`src/rtl/modulo_counter_n_if.sv`:
```
// ---------------------------------------------------------------------------
// modulo_counter_n_if
//   Bundles the control, data and status signals of modulo_counter_n so the
//   counter and whatever drives it share one typed connection.
//
//   Parameters
//     DIGITS  : number of cascaded digits
//     MODULUS : count modulus of each digit
//
//   Signals (direction as seen from the counter, i.e. the slave modport)
//     Load   in   synchronous parallel load
//     Enable in   count enable
//     CI     in   cascade-in enable (previous stage TC, tie to 1 if unused)
//     Up     in   count direction, 1 = up, 0 = down
//     P      in   parallel load value, digit i at P[i*DW +: DW]
//     Q      out  registered count value, same packing as P
//     TC     out  combinational terminal count
//     LdErr  out  registered flag, a load clamped an out-of-range digit
// ---------------------------------------------------------------------------
interface modulo_counter_n_if #(
  parameter int DIGITS  = 4,
  parameter int MODULUS = 10
);

  localparam int DW = $clog2(MODULUS);

  logic                   Load;
  logic                   Enable;
  logic                   CI;
  logic                   Up;
  logic [DIGITS*DW-1:0]   P;
  logic [DIGITS*DW-1:0]   Q;
  logic                   TC;
  logic                   LdErr;

  // Driver side: owns the controls and the load value.
  modport master (
    output Load,
    output Enable,
    output CI,
    output Up,
    output P,
    input  Q,
    input  TC,
    input  LdErr
  );

  // Counter side.
  modport slave (
    input  Load,
    input  Enable,
    input  CI,
    input  Up,
    input  P,
    output Q,
    output TC,
    output LdErr
  );

endinterface

```
`src/rtl/modulo_counter_n.sv`:
```
// ---------------------------------------------------------------------------
// modulo_counter_n
//   Cascaded up/down counter of DIGITS digits, each counting modulo MODULUS.
//   Digit 0 is least significant. Supports synchronous parallel load with
//   clamping of out-of-range digits, a cascade-in enable, and a terminal
//   count output for chaining further stages.
//
//   Priority: MR_n low > Load > count > hold.
//
//   Ports
//     CLK   in   single clock, all state changes on posedge
//     MR_n  in   asynchronous active-low master reset (Q = 0, LdErr = 0)
//     bus   slave modport of modulo_counter_n_if carrying Load, Enable, CI,
//                Up, P (inputs) and Q, TC, LdErr (outputs)
// ---------------------------------------------------------------------------
module modulo_counter_n #(
  parameter int DIGITS  = 4,
  parameter int MODULUS = 10
) (
  input  logic              CLK,
  input  logic              MR_n,
  modulo_counter_n_if.slave bus
);

  localparam int              DW        = $clog2(MODULUS);
  localparam int              QW        = DIGITS * DW;
  localparam logic [DW-1:0]   DIGIT_MAX = DW'(MODULUS - 1);
  localparam logic [DW-1:0]   DIGIT_ONE = DW'(1);

  generate
    if (DIGITS < 1 || DIGITS > 8) begin : g_bad_digits
      $error("modulo_counter_n: DIGITS=%0d outside legal range 1..8", DIGITS);
    end
    if (MODULUS < 2 || MODULUS > 16) begin : g_bad_modulus
      $error("modulo_counter_n: MODULUS=%0d outside legal range 2..16", MODULUS);
    end
  endgenerate

  logic [QW-1:0]     q_q;
  logic [QW-1:0]     q_d;
  logic              lderr_q;
  logic              lderr_d;

  logic [QW-1:0]     load_val;
  logic              load_clamped;
  logic [QW-1:0]     step_val;
  logic              carry;
  logic [DIGITS-1:0] digit_max;
  logic [DIGITS-1:0] digit_zero;
  logic              all_max;
  logic              all_zero;
  logic              tc;

  // Per-digit terminal detection, shared by the step logic and TC.
  always_comb begin
    digit_max  = '0;
    digit_zero = '0;
    for (int i = 0; i < DIGITS; i++) begin
      digit_max[i]  = (q_q[i*DW +: DW] == DIGIT_MAX);
      digit_zero[i] = (q_q[i*DW +: DW] == '0);
    end
  end

  assign all_max  = &digit_max;
  assign all_zero = &digit_zero;

  // Load value with clamping. When MODULUS is a power of two every DW-bit
  // pattern is legal, so the compare is never true and LdErr stays low.
  always_comb begin
    load_val     = '0;
    load_clamped = 1'b0;
    for (int i = 0; i < DIGITS; i++) begin
      if (bus.P[i*DW +: DW] > DIGIT_MAX) begin
        load_val[i*DW +: DW] = DIGIT_MAX;
        load_clamped         = 1'b1;
      end else begin
        load_val[i*DW +: DW] = bus.P[i*DW +: DW];
      end
    end
  end

  // One count step. The carry/borrow ripples upward: a digit steps only
  // while every lower digit sits at its terminal value for the current
  // direction, so the full count wraps in a single cycle.
  always_comb begin
    step_val = q_q;
    carry    = 1'b1;
    for (int i = 0; i < DIGITS; i++) begin
      if (carry) begin
        if (bus.Up) begin
          step_val[i*DW +: DW] = digit_max[i]  ? '0        : q_q[i*DW +: DW] + DIGIT_ONE;
        end else begin
          step_val[i*DW +: DW] = digit_zero[i] ? DIGIT_MAX : q_q[i*DW +: DW] - DIGIT_ONE;
        end
      end
      carry = carry & (bus.Up ? digit_max[i] : digit_zero[i]);
    end
  end

  // Next-state selection; LdErr defaults low so it self-clears one cycle
  // after a clamping load.
  always_comb begin
    q_d     = q_q;
    lderr_d = 1'b0;
    if (bus.Load) begin
      q_d     = load_val;
      lderr_d = load_clamped;
    end else if (bus.Enable && bus.CI) begin
      q_d = step_val;
    end
  end

  always_ff @(posedge CLK or negedge MR_n) begin
    if (!MR_n) begin
      q_q     <= '0;
      lderr_q <= 1'b0;
    end else begin
      q_q     <= q_d;
      lderr_q <= lderr_d;
    end
  end

  // TC is not gated by Enable so a following stage can see the terminal
  // state even while this stage is paused.
  assign tc = bus.CI & (bus.Up ? all_max : all_zero);

  assign bus.Q     = q_q;
  assign bus.TC    = tc;
  assign bus.LdErr = lderr_q;

endmodule

```
`src/flat_wrapper.sv`:
```
// flat-port wrapper written by rule: the top's interface ports become plain ports
module modulo_counter_n_flat 
#(
  parameter int DIGITS  = 4,
  parameter int MODULUS = 10
)
  (CLK, MR_n, bus_Load, bus_Enable, bus_CI, bus_Up, bus_P, bus_Q, bus_TC, bus_LdErr);
  modulo_counter_n_if #(.DIGITS(DIGITS), .MODULUS(MODULUS)) bus_i ();
  input  logic CLK;
  input  logic MR_n;
  input wire logic [$bits(bus_i.Load)-1:0] bus_Load;
  input wire logic [$bits(bus_i.Enable)-1:0] bus_Enable;
  input wire logic [$bits(bus_i.CI)-1:0] bus_CI;
  input wire logic [$bits(bus_i.Up)-1:0] bus_Up;
  input wire logic [$bits(bus_i.P)-1:0] bus_P;
  output wire logic [$bits(bus_i.Q)-1:0] bus_Q;
  output wire logic [$bits(bus_i.TC)-1:0] bus_TC;
  output wire logic [$bits(bus_i.LdErr)-1:0] bus_LdErr;
  assign bus_i.Load = bus_Load;
  assign bus_i.Enable = bus_Enable;
  assign bus_i.CI = bus_CI;
  assign bus_i.Up = bus_Up;
  assign bus_i.P = bus_P;
  assign bus_Q = bus_i.Q;
  assign bus_TC = bus_i.TC;
  assign bus_LdErr = bus_i.LdErr;
  modulo_counter_n #(.DIGITS(DIGITS), .MODULUS(MODULUS)) u_core (.CLK(CLK), .MR_n(MR_n), .bus(bus_i));
endmodule
```
`config.mk`:
```
export PLATFORM = sky130hd
export DESIGN_NAME = modulo_counter_n_flat
export DESIGN_NICKNAME = d
export VERILOG_FILES = /design/src/rtl/modulo_counter_n_if.sv /design/src/rtl/modulo_counter_n.sv /design/src/flat_wrapper.sv
export SDC_FILE = /design/constraint.sdc
export NUM_CORES = 1
export LEC_CHECK = 0
export BUFFER_PORTS_ARGS = -buffer_cell sky130_fd_sc_hd__buf_4
export CAP_MARGIN = 20
export CELL_PAD_IN_SITES_DETAIL_PLACEMENT = 1
export CELL_PAD_IN_SITES_GLOBAL_PLACEMENT = 1
export CORE_MARGIN = 2
export CORE_UTILIZATION = 30
export CTS_BUF_LIST = sky130_fd_sc_hd__clkbuf_16
export DETAILED_ROUTE_END_ITERATION = 10
export PLACE_DENSITY = 0.62
export SLEW_MARGIN = 10
export SYNTH_ARGS = -nofsm -noshare
export SYNTH_HDL_FRONTEND = slang
export SYNTH_SLANG_ARGS = --single-unit
```
`constraint.sdc`:
```
create_clock -name CLK -period 2.9 [get_ports CLK]
set_input_delay 0.58 -clock CLK [delete_from_list [all_inputs] [get_ports CLK]]
set_output_delay 0.58 -clock CLK [all_outputs]
set_load 0.03 [all_outputs]
```
* Word level (Yosys, flattened, before mapping)
Index checks and enable logic that the tools add are counted.
** Word-level totals
- Bits in registers :: 17
- Input bits :: 22
- Output and inout port bits :: 18
- Logic and storage cells :: 68
** Operators by class
- $add $sub $neg :: 8
- $lt $le $gt $ge :: 4
- Eq/ne operators :: 4
- Muxes and demuxes :: 30
- Bitwise operators :: 3
- Reduce and logical (&&, ||, !) cells :: 14
** Operator list (count)
- two-way mux 4 bit :: 19
- two-way mux 16 bit :: 2
- adder 4 x 1 -> 4 bit, second input constant :: 4
- == test 4 bit, second input constant :: 4
- greater-than comparator 4 bit, second input constant :: 4
- zero test 4 bit :: 4
- subtractor 4 x 1 -> 4 bit, second input constant :: 4
- two-way mux 1 bit :: 9
- AND reduction 4 bit :: 2
- nonzero test 2 bit :: 4
- AND reduction 2 bit :: 3
- bitwise AND 1 bit :: 3
- logical AND 1 bit :: 1

* Depth between registers and ports, before layout
- Depth after elaboration :: 7
- Depth in mapped cells :: 8

* Worst setup path after synthesis
Ideal clock, no wire load.
- Path kind :: reg-to-output
- Start :: register u_core.q_q[5], in the netlist u_core.bus.Q[5]
- End :: output port bus_TC
- Arrival time :: 2.208 ns
- Data required time :: 2.320 ns
- Path slack :: 0.112 ns
- Stages on the path, launching flop included :: 6
- Buffers on the path :: 1
- Cell sequence :: dfrtp_1 -> clkbuf_1 -> or4_1 -> nor3_1 -> a31oi_1 -> nor3_1
** Between the ends
- Word-level cells in the longest chain between the ends :: 4
** RTL lines
- from (decl) :: line modulo_counter_n.sv:39 : logic [QW-1:0] q_q;
- from (signal assigned) :: line modulo_counter_n.sv:118 : q_q <= q_d;
- == test 4 bit or zero test 4 bit (tied branches) :: line modulo_counter_n.sv:59, modulo_counter_n.sv:60
- AND reduction 4 bit, on equally long branches :: line modulo_counter_n.sv:64, modulo_counter_n.sv:65
- two-way mux 1 bit (*) :: line modulo_counter_n.sv:125 : assign tc = bus.CI & (bus.Up ? all_max : all_zero);
- bitwise AND 1 bit (*) :: line modulo_counter_n.sv:125
- to (decl) :: line flat_wrapper.sv:17 : output wire logic [$bits(bus_i.TC)-1:0] bus_TC;
Every way passes the cells marked *; elsewhere a longest branch is shown, timed or not.

* Worst setup path after layout
- Start :: register u_core.q_q[8], in the netlist u_core.bus.Q[8]
- End :: output port bus_TC
Same word-level chain as after synthesis.

==> flow_summary.json <==
{
  "post_cts_buffers": 0,
  "maxCapViolCount": 0,
  "die_y_um": 75.51,
  "drive_gt1_frac": 0.2257,
  "vias": 1575,
  "hold_violations": 0,
  "reg2reg_from": "u_core.bus.Q[4]$_DFFE_PN0P_",
  "grt-ovfl-total": 0,
  "numCtsBuffers": 3,
  "syn_inst": 202,
  "cp.required_ns": 2.32,
  "clk_pin_slew_ns": 0.06,
  "rows": 26,
  "p_leak_nw": 0.7970,
  "initialDrtViolationCount": 55,
  "vdd_drop_max_mv": 0.2263,
  "htree_levels": 1,
  "reg2reg_slack_ns": 0.91,
  "synthArstFlopShare": 1.000,
  "cts_hold_buf": 0,
  "grtUsageTotal": 0.1750,
  "dr.pass1.iters": 4,
  "drc_errors": 0,
  "outcome": "completed",
  "clk_latency_ns": 0.25,
  "nNetsFinal": 249,
  "synth.net_count": 224,
  "holdWs_ns": 0.1895,
  "num_io_pins": 40,
  "cts_resized": 0,
  "synth_seq_cells": 17,
  "avgSynthCellArea_sq_um": 7.594,
  "yosysWarnings": 0,
  "synth-edff-count": 0,
  "grt_pass1_wl_mm": 7.514,
  "numPortBuffers": 39,
  "setup_violations": 0,
  "cts_buffer_depth": 2,
  "dieArea_sq_um": 5701,
  "final_cells": 296,
  "finalClockSkew_ns": 0.002255,
  "place_congestion": 0.6987,
  "layout_min_cycle_time_ns": 2.640,
  "timing.rr.end": "u_core.bus.Q[15]$_DFFE_PN0P_",
  "slew_headroom": 0.6774,
  "drtAntennaViolNets": 0,
  "antenna_found_initial": 0,
  "synth.area.top_cells": "dfrtp_1 28%, o21ai_0 8.2%, mux2i_1 4.6%",
  "worst_pin_slew_ns": 0.4834,
  "antenna_cells": 0,
  "path_class": "flop to output port",
  "final.setup.worst_slack_ns": 0.2596,
  "synth_ff_type": "dfrtp_1",
  "grt_max_degree": 46,
  "routedWlPerCell_um": 15.42,
  "ys_seq_area_frac": 0.2773,
  "wl_mm": 4.563,
  "grt_setup_unrepaired": "false",
  "clock.fmax_ghz": 0.3787,
  "syn-cell-area_sq_um": 1534,
  "cts_sinks": 17,
  "start_util": 0.3062,
  "finalMaxSlewViolations": 0,
  "post-dp-hpwl_mm": 3.255,
  "start_kind": "flop",
  "r2r_cells": 6,
  "cp.arrival_ns": 2.06,
  "period_share": 0.9105,
  "power.density_nw_per_um2": 467.3,
  "synth_top_area_frac": 0.2773,
  "tns_ns": 0,
  "endpoint_kind": "output port",
  "grt_pass1_vias": 1523,
  "dieWidth_um": 75.51,
  "fin_util": 0.3829,
  "core_area_sq_um": 5010,
  "yosys.cell_types.count": 48,
  "root_buffer": "clkbuf_16",
  "viasPerCell": 5.321,
  "synth_area_leader_cell": "dfrtp_1",
  "multi_input_area_sq_um": 988.4,
  "hold_path_class": "input port to async pin",
  "seq_area_sq_um": 425.4,
  "cts_tree": "built",
  "worstPathMaxFanout": 14,
  "place_ws_ns": 0.5342,
  "area_growth_pct": 25.04,
  "fillers": 635,
  "place_inst": 292
}
-- kinds of logic after synthesis --
family | share of synthesized area
AOI/OAI and AO/OA | 0.2830
and+or+nand+nor | 0.2553
buffers and inverters | 0.07830
xor gates and xnor gates | 0.04568
DFF | 0.2773
muxes | 0.06036
-- critical path: stages (launching register included) --
cell,delay (ns)
dfrtp_1,0.52
or4_1,0.60
nor3_1,0.16
a31oi_1,0.07
nor3_1,0.25
buf_4,0.20
-- registers in the layout, indices dropped and copies added, names as in the netlist --
name	cells
u_core.bus.LdErr	1
u_core.bus.Q	16
-- through the flow --
stage,power [mW],area (sq um)
6_report,0.8962,1918
5_1_grt,0.9537,1918
4_1_cts,0.9073,1918
3_5_place_dp,0.6160,1839
3_3_place_gp,0.6131,1839
2_1_floorplan,0.5078,1534
-- power breakdown --
part	total, mW	internal (mW)	switching (mW)
Sequential	0.316	0.260	0.0567
Combinational	0.294	0.131	0.163
Clock	0.286	0.184	0.102
-- worst max path at each step --
stage                                start      to  cells past startpoint
2_1_floorplan  u_core.bus.Q[5]$_DFFE_PN0P_  bus_TC                      5
3_3_place_gp   u_core.bus.Q[8]$_DFFE_PN0P_  bus_TC                      5
3_5_place_dp   u_core.bus.Q[8]$_DFFE_PN0P_  bus_TC                      5
4_1_cts        u_core.bus.Q[8]$_DFFE_PN0P_  bus_TC                      5
5_1_grt        u_core.bus.Q[8]$_DFFE_PN0P_  bus_TC                      5
6_report       u_core.bus.Q[8]$_DFFE_PN0P_  bus_TC                      5
-- metal layers --
| metal | global-route usage | up-vias | routed length, um |
|---|---|---|---|
| li1 | - | 798 | - |
| met1 | 0.2469 | 746 | 2312 |
| met2 | 0.2792 | 26 | 2077 |
| met3 | 0.01984 | 5 | 114 |
| met4 | 0.05848 | 0 | 59 |
| met5 | 0 | - | 0 |
-- layout by cell type, fill, tap and decap left out, types with 5 or more instances in the layout --
| cell | count |
|---|---|
| a21oi_1 | 13 |
| buf_4 | 43 |
| dfrtp_1 | 17 |
| inv_1 | 5 |
| mux2i_1 | 7 |
| nand2_1 | 16 |
| nand3_1 | 7 |
| nor2_1 | 8 |
| nor3_1 | 10 |
| o21ai_0 | 25 |
| xnor2_1 | 5 |
-- final cells by class --
| type | instances | share of cell area |
|---|---|---|
| timing repair buffer | 43 | 0.1683 |
| clock inverter | 1 | 0.001957 |
| sequential | 17 | 0.2218 |
| tap | 70 | 0.04566 |
| inverter | 4 | 0.007828 |
| clock buffer | 3 | 0.03914 |
| multi-input combinational | 158 | 0.5153 |
-- cell usage after synthesis (2+ instances only) --
cell / instances
o21ai_0: 25
dfrtp_1: 17
clkbuf_1: 16
nand2_1: 16
a21oi_1: 13
nor3_1: 10
nor2_1: 8
mux2i_1: 7
nand3_1: 7
xnor2_1: 5
a31oi_1: 4
inv_1: 4
nor3b_1: 4
buf_2: 3
nand2b_1: 3
nand3b_1: 3
nor2b_1: 3
nor4_1: 3
o211ai_1: 3
or3_1: 3
xor2_1: 3
a211oi_1: 2
a21boi_0: 2
a21o_1: 2
a221oi_1: 2
a22oi_1: 2
a41oi_1: 2
and2_1: 2
and3_1: 2
buf_1: 2
buf_6: 2
mux2_2: 2
o21a_1: 2
o221ai_1: 2
or2_2: 2
or4_1: 2
Note: power is estimated with default switching activity, not from simulation.
